File: config.mk
export PLATFORM = sky130hd
export DESIGN_NAME = mfp_srec_word_packer_ahb_bridge
export DESIGN_NICKNAME = d
export VERILOG_FILES = /design/src/rtl/mfp_srec_word_packer_ahb_bridge.sv
export SDC_FILE = /design/constraint.sdc
export NUM_CORES = 1
export LEC_CHECK = 0
export CAP_MARGIN = 20
export CORE_MARGIN = 10
export CORE_UTILIZATION = 54
export DETAILED_ROUTE_END_ITERATION = 12
export HOLD_SLACK_MARGIN = 0.12
export PLACE_DENSITY = 0.74
export SLEW_MARGIN = 25
export SYNTH_ARGS = -nofsm -noshare
export SYNTH_HDL_FRONTEND = slang
export SYNTH_SLANG_ARGS = --single-unit
File: constraint.sdc
create_clock -name HCLK -period 8.16 [get_ports HCLK]
set_clock_uncertainty 0.2 [all_clocks]
set_input_delay 1.632 -clock HCLK [delete_from_list [all_inputs] [get_ports HCLK]]
set_output_delay 1.632 -clock HCLK [all_outputs]
set_load 0.1 [all_outputs]
File: src/rtl/mfp_srec_word_packer_ahb_bridge.sv
// Packs S-record parser bytes into aligned words and drains them as single AHB-Lite writes.
// Ports: HCLK/HRESETn, byte stream (write_*, flush, big_endian), AHB-Lite master, busy/overflow.
module mfp_srec_word_packer_ahb_bridge #(
  parameter int         FIFO_DEPTH  = 4,
  parameter logic [3:0] HPROT_VALUE = 4'b0011
) (
  input  logic        HCLK,
  input  logic        HRESETn,
  input  logic        big_endian,
  input  logic [31:0] write_address,
  input  logic [7:0]  write_byte,
  input  logic        write_enable,
  input  logic        flush,
  input  logic        HREADY,
  output logic [31:0] HADDR,
  output logic [2:0]  HBURST,
  output logic        HMASTLOCK,
  output logic [3:0]  HPROT,
  output logic [2:0]  HSIZE,
  output logic [1:0]  HTRANS,
  output logic [31:0] HWDATA,
  output logic        HWRITE,
  output logic        busy,
  output logic        overflow
);

  localparam int AW = $clog2(FIFO_DEPTH);

  typedef enum logic [1:0] {
    S_IDLE,
    S_ADDR,
    S_DATA
  } state_t;

  // lowest remaining byte offset; big-endian lanes are reversed
  function automatic logic [1:0] next_off(
    input logic [3:0] m,
    input logic       be
  );
    logic [3:0] om;
    om = be ? {m[0], m[1], m[2], m[3]} : m;
    if (om[0])      next_off = 2'd0;
    else if (om[1]) next_off = 2'd1;
    else if (om[2]) next_off = 2'd2;
    else            next_off = 2'd3;
  endfunction

  logic [29:0] p_tag, n_tag, push_tag;
  logic [31:0] p_data, n_data, push_data;
  logic [3:0]  p_mask, n_mask, push_mask;
  logic        p_be, n_be, push_be;
  logic        push, pop, accept;

  logic [29:0] f_tag  [FIFO_DEPTH];
  logic [31:0] f_data [FIFO_DEPTH];
  logic [3:0]  f_mask [FIFO_DEPTH];
  logic        f_be   [FIFO_DEPTH];
  logic [AW:0] wr_ptr, rd_ptr;
  logic        fifo_empty, fifo_full;

  state_t      state;
  logic [29:0] c_tag;
  logic [31:0] c_data;
  logic [3:0]  c_mask, rem_after;
  logic [1:0]  c_lane, h_off, r_off;
  logic        c_be, c_word;

  logic [1:0]  in_lane;
  logic [4:0]  in_sh;
  logic [31:0] fresh_d;
  logic [3:0]  fresh_m;

  assign HBURST    = 3'b000;
  assign HMASTLOCK = 1'b0;
  assign HPROT     = HPROT_VALUE;

  assign in_lane = big_endian ? ~write_address[1:0] : write_address[1:0];
  assign in_sh   = {in_lane, 3'b000};
  assign fresh_d = 32'(write_byte) << in_sh;
  assign fresh_m = 4'b0001 << in_lane;

  assign fifo_empty = wr_ptr == rd_ptr;
  assign fifo_full  = (wr_ptr[AW] != rd_ptr[AW]) &&
                      (wr_ptr[AW-1:0] == rd_ptr[AW-1:0]);

  always_comb begin
    push      = 1'b0;
    push_tag  = p_tag;
    push_data = p_data;
    push_mask = p_mask;
    push_be   = p_be;
    n_tag     = p_tag;
    n_data    = p_data;
    n_mask    = p_mask;
    n_be      = p_be;
    if (p_mask == 4'hF) begin
      // full word leaves now; a byte arriving alongside starts a new entry
      push   = 1'b1;
      n_tag  = write_address[31:2];
      n_data = fresh_d;
      n_mask = write_enable ? fresh_m : 4'h0;
      n_be   = big_endian;
    end else if (write_enable && p_mask != 4'h0 &&
                 write_address[31:2] != p_tag) begin
      push   = 1'b1;
      n_tag  = write_address[31:2];
      n_data = fresh_d;
      n_mask = fresh_m;
      n_be   = big_endian;
    end else begin
      if (write_enable) begin
        n_tag  = write_address[31:2];
        n_data = (p_data & ~(32'hFF << in_sh)) | fresh_d;
        n_mask = p_mask | fresh_m;
        n_be   = big_endian;
      end
      if (flush && n_mask != 4'h0) begin
        push      = 1'b1;
        push_tag  = n_tag;
        push_data = n_data;
        push_mask = n_mask;
        push_be   = n_be;
        n_mask    = 4'h0;
      end
    end
  end

  assign rem_after = c_mask & ~(4'b0001 << c_lane);
  assign pop       = (state == S_DATA) && HREADY &&
                     (c_word || rem_after == 4'h0);
  assign accept    = push && (!fifo_full || pop);
  assign h_off     = next_off(f_mask[rd_ptr[AW-1:0]], f_be[rd_ptr[AW-1:0]]);
  assign r_off     = next_off(rem_after, c_be);
  assign busy      = (p_mask != 4'h0) || !fifo_empty || (state != S_IDLE);

  always_ff @(posedge HCLK or negedge HRESETn) begin
    if (!HRESETn) begin
      p_tag    <= '0;
      p_data   <= '0;
      p_mask   <= '0;
      p_be     <= 1'b0;
      wr_ptr   <= '0;
      rd_ptr   <= '0;
      overflow <= 1'b0;
    end else begin
      p_tag  <= n_tag;
      p_data <= n_data;
      p_mask <= n_mask;
      p_be   <= n_be;
      if (accept) wr_ptr <= wr_ptr + 1'b1;
      if (pop) rd_ptr <= rd_ptr + 1'b1;
      if (push && !accept) overflow <= 1'b1;
    end
  end

  always_ff @(posedge HCLK) begin
    if (accept) begin
      f_tag[wr_ptr[AW-1:0]]  <= push_tag;
      f_data[wr_ptr[AW-1:0]] <= push_data;
      f_mask[wr_ptr[AW-1:0]] <= push_mask;
      f_be[wr_ptr[AW-1:0]]   <= push_be;
    end
  end

  always_ff @(posedge HCLK or negedge HRESETn) begin
    if (!HRESETn) begin
      state  <= S_IDLE;
      c_tag  <= '0;
      c_data <= '0;
      c_mask <= '0;
      c_lane <= '0;
      c_be   <= 1'b0;
      c_word <= 1'b0;
      HADDR  <= '0;
      HSIZE  <= 3'b010;
      HTRANS <= 2'b00;
      HWDATA <= '0;
      HWRITE <= 1'b0;
    end else begin
      unique case (state)
        S_IDLE: begin
          if (!fifo_empty) begin
            c_tag  <= f_tag[rd_ptr[AW-1:0]];
            c_data <= f_data[rd_ptr[AW-1:0]];
            c_mask <= f_mask[rd_ptr[AW-1:0]];
            c_be   <= f_be[rd_ptr[AW-1:0]];
            c_lane <= f_be[rd_ptr[AW-1:0]] ? ~h_off : h_off;
            HTRANS <= 2'b10;
            HWRITE <= 1'b1;
            state  <= S_ADDR;
            if (f_mask[rd_ptr[AW-1:0]] == 4'hF) begin
              c_word <= 1'b1;
              HSIZE  <= 3'b010;
              HADDR  <= {f_tag[rd_ptr[AW-1:0]], 2'b00};
            end else begin
              c_word <= 1'b0;
              HSIZE  <= 3'b000;
              HADDR  <= {f_tag[rd_ptr[AW-1:0]], h_off};
            end
          end
        end
        S_ADDR: begin
          if (HREADY) begin
            HTRANS <= 2'b00;
            HWRITE <= 1'b0;
            HWDATA <= c_word ? c_data :
                      {4{c_data[{c_lane, 3'b000} +: 8]}};
            state  <= S_DATA;
          end
        end
        S_DATA: begin
          if (HREADY) begin
            if (pop) begin
              state <= S_IDLE;
            end else begin
              c_mask <= rem_after;
              c_lane <= c_be ? ~r_off : r_off;
              HADDR  <= {c_tag, r_off};
              HTRANS <= 2'b10;
              HWRITE <= 1'b1;
              state  <= S_ADDR;
            end
          end
        end
        default: state <= S_IDLE;
      endcase
    end
  end

endmodule

# Word-level counts from Yosys, hierarchy flattened

Memory sizes are Yosys's and may differ from the RTL's. A register that Yosys moved wholly into a read port is not among the register bits.
Index checks and enable logic that the tools add are counted.

Bits in registers: 184
RAM bits: 268
Output and inout bits: 80
Word-level logic and storage cells: 154
Memories: 4

Add/subtract/negate cells: 2
Eq/ne operators: 12
Shifts and indexed selects: 5
Multiplexer cells: 75
Bitwise gates (word level): 10
Reductions and logical operators: 28

Memory list:

| memory | words | bits a word | read ports | clocked after Yosys merged registers in | write ports | RTL line | source |
|---|---|---|---|---|---|---|---|
| f_data | 4     | 32          | 1          | 1                                       | 1           | 55       | `logic [31:0] f_data [FIFO_DEPTH];` |
| f_tag  | 4     | 30          | 1          | 0                                       | 1           | 54       | `logic [29:0] f_tag [FIFO_DEPTH];` |
| f_mask | 4     | 4           | 1          | 0                                       | 1           | 56       | `logic [3:0] f_mask [FIFO_DEPTH];` |
| f_be   | 4     | 1           | 1          | 0                                       | 1           | 57       | `logic f_be [FIFO_DEPTH];` |

Operators with widths:

| operator                                                            | count |
|---|---|
| 32-bit 2-to-1 mux                                                   | 10 |
| 30-bit 2-to-1 mux                                                   | 6 |
| 32-bit case mux with 2 select lines                                 | 1 |
| 4-bit 2-to-1 mux                                                    | 13 |
| 2-bit 2-to-1 mux                                                    | 19 |
| 32-bit AND                                                          | 1 |
| 32-bit inverter                                                     | 1 |
| 32-bit OR                                                           | 1 |
| 32-bit by 6-bit indexed part select with 8-bit output               | 1 |
| 8-bit by 5-bit << shifter with 32-bit output                        | 1 |
| 8-bit by 5-bit << shifter with 32-bit output (first input constant) | 1 |
| 30-bit != test                                                      | 1 |
| 1-bit 2-to-1 mux                                                    | 19 |
| 2-bit case mux with 3 select lines                                  | 2 |
| 4-bit equality test (second input constant)                         | 2 |
| 1-bit logical AND                                                   | 8 |
| 2-bit != test (second input constant)                               | 4 |
| 4-bit case mux with 2 select lines                                  | 1 |
| 4-bit nonzero test                                                  | 2 |
| 1-bit by 2-bit << shifter with 4-bit output (first input constant)  | 2 |
| 3-bit by 1-bit adder with 3-bit output (second input constant)      | 2 |
| 3-bit 2-to-1 mux                                                    | 2 |
| 2-bit inverter                                                      | 3 |
| 5-bit AND reduction                                                 | 1 |
| other kinds (20)                                                    | 28 |

# Longest topological paths before layout

Gate-level depths: netlist of run 1.

Depth after elaboration: 15
Depth in mapped cells: 8
Depth with buffers taken out: 6

# Worst setup path after synthesis of run 1

OpenSTA, ideal clock, no wires.

Kind: input to register
Start: in flush
End: mem f_be[3] (enable)
Setup time: 593 ps
Arrival time: 7534 ps
Required time: 7367 ps
Slack: -167 ps
Stages on the path: 6
Cell sequence: clkbuf_1 a2111oi_0 o21ai_0 a21boi_0 o31ai_1 nor3b_1

Cells in the longest elaborated chain, start to end: 7

Ends and longest elaborated chain:

| what                                   | RTL line | source |
|---|---|---|
| start: declaration                     | 13       | `input logic flush,` |
| 1-bit logical AND                      | 117      | `if (flush && n_mask != 4'h0) begin` |
| 1-bit 2-to-1 mux                       | 117      |  |
| 1-bit 2-to-1 mux                       | 103      | `end else if (write_enable && p_mask != 4'h0 &&` |
| 1-bit 2-to-1 mux                       | 96       | `if (p_mask == 4'hF) begin` |
| 1-bit logical AND                      | 131      | `assign accept = push && (!fifo_full \|\| pop);` |
| 1-bit 2-to-1 mux                       | 157      | `if (accept) begin` |
| 1-bit 2-to-1 mux (implied by the code) | 161      | `f_be[wr_ptr[AW-1:0]] <= push_be;` |
| end: declaration                       | 57       |  |

No other way between the ends.

# Worst setup path in the final report of run 1

Start: reg rd_ptr[1]
End: out busy

Cells in the longest elaborated chain, start to end: 4

Ends and longest elaborated chain:

| what                           | RTL line | source |
|---|---|---|
| start: declaration             | 58       | `logic [AW:0] wr_ptr, rd_ptr;` |
| start signal: assignment       | 151      | `if (pop) rd_ptr <= rd_ptr + 1'b1;` |
| 3-bit equality test            | 82       | `assign fifo_empty = wr_ptr == rd_ptr;` |
| 1-bit zero test                | -        |  |
| 1-bit logical OR (2 in series) | 134      | `assign busy = (p_mask != 4'h0) \|\| !fifo_empty \|\| (state != S_IDLE);` |
| end: declaration               | 23       | `output logic busy,` |

No other way between the ends.

==> impl_metrics.toml, run 1 <==
[power_and_ir_drop]
p_leak_nw = 8.74
irDropWorstVdd_mv = 0.250
power_density_nw_per_um2 = 431

[timing]
maxSlewHeadroom_pct = 30.3
finalHoldViolCount = 0
fmax_ghz = 0.189
setup_viol = 0
rsz0062_at_grt = "false"
setup_ws_ns = 2.87
final_max_slew_viol_count = 0
period_share_pct = 64.9
fin_crit_ns = 5.29
finalSetupTns_ns = 0
worst_pin_slew_ns = 1.04

[synthesis]
yosysSeqAreaShare_pct = 66.2
ys_types = 62
synthAdderAreaFrac_pct = 0.310
synth-compound-area-share_pct = 5.60
synth_top_family_by_area = "multiplexers"
yosys-mux-area-fraction_pct = 18.1
synth_area_leader_cell = "edfxtp_1"
synth_area_leaders = "edfxtp_1 (40%), dfrtp_1 (26%), mux4_2 (8.4%)"
synth_edf_count = 268
syn-cell-area_um2 = 20200
synthCells = 1274
syn_avg_cell_area_um2 = 15.8
async_reset_ff_share_pct = 44.2
synth.top_cell.area_share_pct = 39.9
yosys.area_share.simple_pct = 6.05
synthXorXnorAreaFrac_pct = 1.61
synth_ff_type = "edfxtp_1"
synth_seq_cells = 480
synth_warnings = 0

[clock_network]
clock-sinks = 480
root_buffer = "clkbuf_16"
cts_tree = "built"
clockBufferDepth = 3
ctsHoldBuffers = 0
cts_buffers = 48
insertion_delay_ns = 0.58
cts_resized = 0
htreeDepth = 2
post_cts_buffers = 0
cts.clk_slew.worst_paths_ns = 0.06

[layout]
area_growth_pct = 15.7
multi_input_area_um2 = 6470
fillerInstances = 2594
final_cell_mix = "edfxtp_1 (268), dfrtp_1 (208), mux2_2 (128)"
fin_nets = 1433
register_area_um2 = 13400
num_antenna_cells = 0
drive_gt1_share_pct = 24.6
final_common_cell = "edfxtp_1"
fin_area_um2 = 23300

[setup_path]
crit_type = "register to output port"
startpoint = "rd_ptr[1]"
critPathLaunchType = "register"
cp.required_ns = 6.33
cp.arrival_ns = 3.46
r2r_slack_ns = 4.08
cp_max_fo = 70
worstReg2RegStart = "c_lane[0]"
cp-end-kind = "output port"

[floorplan]
fp.coreArea_um2 = 36700
initial_core_util_pct = 55.0
die_h_um = 213
die_w_um = 213
io_pins = 126
dieArea_um2 = 45500
rows = 70

[global_route]
grt_pass1_wl_um = 66500
overflow = 0
antenna_found_initial = 0
grt_usage_pct = 19.1
grt_max_degree = 84
first_global_vias = 11200

[placed_design]
hpwl_um = 27000
place.gp.congestion = 0.818
io_buffers = 114
dp_slack_ns = 2.64
placed_area_um2 = 21700

[routing]
top_layer_used = "met4"
vias = 11000
post_drt_wl_per_cell_um = 22.6
routedLengthMet1_um = 19000
drt-pass1-iter-count = 5
met2_length_um = 20100
drc = 0
drt_iter0_drc = 855
dr_wl_met3_um = 2770
wl_um = 42600
ant_nets = 0
viasPerCell = 5.84

[status]
status = "completed"

[min_path]
min_path_type = "register to register"
hp-start = "wr_ptr[2]"

[flow_run]
maxCapViolCount = 0
==> sequential cells by signal, indices dropped and copies added (netlist names), 16 cells and up <==
name    cells
f_data    128
p_data     32
HADDR      32
p_tag      30
f_mask     16
HWDATA     32
f_tag     120
c_tag      30
c_data     32
==> where the power goes <==
group	internal (mW)	switching (mW)	total (mW)
combinational	1.43	2.67	4.09
clock	1.31	0.900	2.21
sequential	3.32	0.432	3.75
==> metrics by stage <==
stage | utilization (%) | total power [mW] | hold WS [ns] | cells
2_1_floorplan | - | 6.85 | 0.262 | 1283
3_3_place_gp | 59.1 | 7.79 | 0.267 | 1799
3_5_place_dp | 59.2 | 7.90 | 0.287 | 1800
4_1_cts | 63.5 | 10.1 | 0.301 | 1889
5_1_grt | 63.6 | 10.6 | 0.315 | 1889
6_report | 63.6 | 10.1 | 0.297 | 1889
==> cell usage after synthesis (3+ instances only) <==
library cell,count
a211oi_1,3
a21o_1,8
a21oi_1,12
a221o_1,3
a22o_1,34
a31oi_1,62
and2_1,5
buf_1,5
buf_2,17
buf_4,12
buf_6,3
clkbuf_1,43
dfrtp_1,211
edfxtp_1,268
ha_1,5
inv_1,11
mux2_2,128
mux2_4,30
mux2i_1,5
mux4_2,75
nand2_1,109
nand2b_1,13
nand3_1,4
nand3_2,3
nand4_1,3
nor2_1,85
nor2b_1,9
nor3_1,3
nor3_4,4
nor3b_1,5
nor4_1,8
o21ai_0,17
xnor2_1,5
xor2_1,32
==> cells by family (layout without fill, tap and decap cells) <==
kind of cell | after synthesis | after routing
adder cells (fa/ha/maj) | 5 | 5
AND/OR/NAND/NOR | 260 | 260
XOR/XNOR | 37 | 37
AO/OA/AOI/OAI | 160 | 160
flip-flops | 480 | 480
multiplexers | 239 | 239
buffers and inverters | 91 | 229
other | 2 | 11
==> final timing paths <==
check                                    to  cells after the start
worst min-delay path              wr_ptr[2]                      1
worst min register to register    wr_ptr[2]                      1
min in group asynchronous        p_data[12]                      1
worst max register to register  f_tag[0][4]                      8
max in group asynchronous         rd_ptr[0]                      2
worst max-delay path                   busy                      6
==> per-layer routing <==
| layer | vias up | GRT usage [%] |
|---|---|---|
| li1 | 5026 | - |
| met1 | 5633 | 27.5 |
| met2 | 324 | 29.2 |
| met3 | 44 | 3.62 |
| met4 | 0 | 5.35 |
| met5 | - | 0 |
==> cell type report <==
class                      instances  share of cell area, %
inverter                          11                  0.177
multi-input combinational        712                   27.7
tap                              468                   2.51
sequential                       480                   57.3
clock buffer                      71                   5.96
clock inverter                    18                  0.890
timing repair buffer             129                   5.46
==> worst max-delay path, cell delays in order (launching register included) <==
cell and delay [ns]:
dfrtp_2 0.34, buf_4 0.76, xnor2_1 0.15, nand2_1 0.24, nor2_1 0.06, nand3_1 0.12
clkdlybuf4s50_1 1.16
Power figures use the tool's default switching activity.
==> run 2: changes to the inputs <==
clock period = 5.25 ns   (was 8.16 ns; I/O delays follow)
==> impl_metrics.toml, run 2 (synthesis gave the netlist of run 1 again) <==
[routing]
wl_um = 44000
post_drt_wl_per_cell_um = 23.3
drt-pass1-iter-count = 5
drt_iter0_drc = 980
drc = 0
viasPerCell = 5.92
ant_nets = 0
vias = 11200

[clock_network]
cts_buffers = 47
clock-sinks = 480
cts_resized = 0
post_cts_buffers = 0
htreeDepth = 2
ctsHoldBuffers = 0
root_buffer = "clkbuf_16"
insertion_delay_ns = 0.57
cts_tree = "built"
cts.clk_slew.worst_paths_ns = 0.06
clockBufferDepth = 3

[power_and_ir_drop]
seq_power_share_pct = 37.5
power_switching_mw = 6.20
p_leak_nw = 8.73
comb_power_share_pct = 41.4
p_clk_share_pct = 21.1
irDropWorstVdd_mv = 0.451
p_sw_share_pct = 40.0
power_density_nw_per_um2 = 666
p_int_mw = 9.31

[timing]
final_max_slew_viol_count = 0
fin_crit_ns = 3.89
worst_pin_slew_ns = 1.03
maxSlewHeadroom_pct = 31.4
fmax_ghz = 0.257
finalHoldViolCount = 0
finalSetupTns_ns = 0
fin_hold_ws_ns = 0.292
rsz0062_at_grt = "false"
setup_viol = 0
period_share_pct = 74.1

[floorplan]
fp.coreArea_um2 = 36700
die_w_um = 213
io_pins = 126
dieArea_um2 = 45500
initial_core_util_pct = 55.0
die_h_um = 213
rows = 70

[layout]
fillerInstances = 2555
fin_cells = 1894
final_common_cell = "edfxtp_1"
final_cell_mix = "edfxtp_1 (268), dfrtp_1 (209), mux2_2 (128)"
num_antenna_cells = 0
fin_nets = 1439
drive_gt1_share_pct = 24.5
largest_register_ffs = 128
area_growth_pct = 15.5

[setup_path]
cp.arrival_ns = 3.96
worstReg2RegStart = "rd_ptr[0]"
crit_type = "primary input to register"
cp-end-kind = "register"
cp_max_fo = 55
r2r_cells = 6
cp.required_ns = 5.32
rr_endpoint = "HADDR[0]"
critPathLaunchType = "primary input"
r2r_slack_ns = 1.73

[global_route]
grt_max_degree = 115
grt_pass1_wl_um = 67700
grt_usage_pct = 19.6
antenna_found_initial = 1
overflow = 0
first_global_vias = 11000

[placed_design]
place_inst = 1807
hpwl_um = 28100
io_buffers = 114
place.gp.congestion = 0.838

[min_path]
min_path_type = "register to register"
hp-start = "HADDR[1]"
hold_end = "HADDR[1]"
holdPathStages = 2

[flow_run]
maxCapViolCount = 0

[status]
status = "completed"
==> run 2: worst max-delay path: stages <==
cell	delay, ns
clkdlybuf4s50_1	0.48
xor2_1	0.17
nor4_1	0.55
nand4_1	0.35
o31ai_1	0.33
buf_4	0.18
nor2_1	0.09
and2_2	0.41
buf_12	0.27
==> run 2: worst max-delay path by stage <==
| stage | start | to |
|---|---|---|
| floorplan | flush | f_be[2] |
| global placement | write_address[12] | f_data[0][20] |
| detailed placement | write_address[16] | f_data[0][7] |
| CTS | write_enable | f_data[0][28] |
| global route | write_enable | f_data[0][28] |
| finish | write_address[12] | f_data[0][19] |
==> run 2: per-stage QoR <==
stage          setup WS (ns)  cell area, um^2  utilization, %  total power, mW
2_1_floorplan          0.781            20200               -             10.6
6_report                1.36            23300            63.5             15.5
4_1_cts                 1.41            23300            63.5             15.6
5_1_grt                 1.18            23300            63.5             16.3
3_5_place_dp           0.818            21800            59.4             12.3
3_3_place_gp           0.779            21800            59.3             12.2
==> run 2: metal layers <==
metal  part of all wire (%)  track usage, %  vias up
met2                     46            29.1      387
met5                  0.030               0        -
met4                    1.6            4.45        2
met1                     45            28.8     5735
li1                       -               -     5034
met3                    7.7            4.62       60
==> run 2: power groups by stage <==
stage	clock network (mW)	registers [mW]	logic [mW]
3_3_place_gp	0	5.83	6.34
6_report	3.27	5.81	6.43
2_1_floorplan	0	7.41	3.23
4_1_cts	3.32	5.82	6.48
5_1_grt	3.48	5.93	6.84
3_5_place_dp	0	5.89	6.44
==> run 2: layout make-up <==
cell class	instances	area (um^2)	area share (%)
Inverter	11	41.3	0.177
Timing Repair Buffer	136	1350	5.81
Clock buffer	67	1320	5.68
Tap cell	468	586	2.51
Multi-Input combinational cell	712	6460	27.7
Sequential cell	480	13400	57.3
Clock inverter	20	169	0.725
==> run 3: changes to the inputs <==
PLACE_DENSITY = 0.77   (was 0.74)
clock period = 3.3 ns   (was 5.25 ns; I/O delays follow)
==> impl_metrics.toml, run 3 (synthesis gave the netlist of run 1 again) <==
[status]
status = "completed"

[setup_path]
crit_path_max_incr_delay_ns = 0.81
worstPathCellList = "xnor2_1, nand2_1, nor2_1, nand3_1, buf_12"
cp_max_fo = 27
startpoint = "rd_ptr[0]"
worstReg2RegStart = "c_lane[1]"
cp.required_ns = 2.44
crit_path_end = "busy"
r2r_cells = 7
critPathLaunchType = "register"
crit_type = "register to output port"
r2r_slack_ns = 0.44
rr_endpoint = "f_tag[0][3]"
cp-end-kind = "output port"
worst_path_max_delay_cell = "dfrtp_4"
cp.arrival_ns = 2.28

[global_route]
grt_busiest_layer = "met2"
first_global_vias = 11700
grt_max_degree = 76
overflow = 0
gr-usage-met1_pct = 26.9
grt_pass1_wl_um = 68000
antenna_found_initial = 0
grt_usage_pct = 19.5
use_met2_pct = 31.2
grt_util_met3_pct = 3.86

[min_path]
holdPathStages = 2
hp-start = "HADDR[1]"
min_path_type = "register to register"

[clock_network]
cts_tree = "built"
root_buffer = "clkbuf_16"
clock-sinks = 480
clockBufferDepth = 3
post_cts_buffers = 0
cts_buffers = 48
htreeDepth = 2
insertion_delay_ns = 0.58
cts.clk_slew.worst_paths_ns = 0.06

[power_and_ir_drop]
fin_total_pwr_mw = 25.4
power_density_nw_per_um2 = 1060
irDropWorstVdd_mv = 0.716
p_leak_nw = 9.23

[routing]
viasPerCell = 5.83
drt_iter0_drc = 926
wl_um = 44000
ant_nets = 0
post_drt_wl_per_cell_um = 22.5
vias = 11400
drt-pass1-iter-count = 5
drc = 0

[timing]
worst_pin_slew_ns = 0.653
rsz0062_at_grt = "false"
final_max_slew_viol_count = 0
period_share_pct = 95.3
finalHoldViolCount = 0
fin_hold_ws_ns = 0.286
fin_crit_ns = 3.14
maxSlewHeadroom_pct = 56.4
fmax_ghz = 0.318
setup_viol = 0

[layout]
drive_gt1_share_pct = 33.3
final_util_pct = 65.4
fin_cells = 1956
final_cell_mix = "edfxtp_1 (268), dfrtp_1 (209), buf_4 (129)"
largest_register_ffs = 128
fin_nets = 1499
final_common_cell = "edfxtp_1"
fillerInstances = 2466
area_growth_pct = 19.0
num_antenna_cells = 0

[placed_design]
place_inst = 1865
io_buffers = 114
hpwl_um = 29000
place.gp.congestion = 0.870

[flow_run]
maxCapViolCount = 0

[floorplan]
io_pins = 126
dieArea_um2 = 45500
die_w_um = 213
initial_core_util_pct = 55.0
rows = 70
die_h_um = 213
fp.coreArea_um2 = 36700
run 3: routing by layer:
| layer | up-vias | routed length (um) |
|---|---|---|
| li1 | 5161 | - |
| met4 | 0 | 626 |
| met3 | 52 | 2780 |
| met5 | - | 0 |
| met1 | 5882 | 19400 |
| met2 | 312 | 21200 |
run 3: final cells by class:
cell class                 count  area, um^2  area share, %
timing repair buffer         195        1830           7.64
sequential                   480       13400           55.7
clock inverter                26         297           1.24
clock buffer                  64        1380           5.77
multi-input combinational    712        6490           27.1
tap                          468         586           2.44
inverter                      11        41.3          0.172
run 3: where the power goes:
part | switching (mW) | leakage [nW] | internal [mW]
registers | 1.00 | 4.98 | 8.19
clock network | 2.24 | 0.829 | 3.42
logic | 6.81 | 3.43 | 3.71
total | 10.1 | 9.23 | 15.3
run 3: worst min path at each step:
stage | to | slack (ns)
floorplan | HADDR[0] | 0.16
global placement | overflow | 0.26
detailed placement | HADDR[1] | 0.28
CTS | HADDR[1] | 0.29
global route | wr_ptr[2] | 0.31
finish | HADDR[1] | 0.29
run 3: stage by stage:
step | setup TNS [ns] | setup slack [ns] | area, um^2
finish | 0 | 0.156 | 24000
global route | 0 | 0.0187 | 24000
CTS | 0 | 0.00915 | 24000
detailed placement | -105.61 | -0.244 | 22300
global placement | -113.28 | -0.261 | 22300
floorplan | -27.01 | -0.399 | 20300
run 3: what timing repair did:
item / 4_1_cts / 5_1_grt
resized for setup: 0 / 1
endpoints found under the hold margin: 69 / 0
endpoints found under the setup margin: 0 / 1
hold buffers: 1 / 0
run 3: worst max-delay path: cells and delay by family, from the launching register on:
family	cells	cell delay (ns)
and+or+nand+nor	3	0.45
DFF	1	0.81
xor gates and xnor gates	1	0.18
buffers and inverters	1	0.26
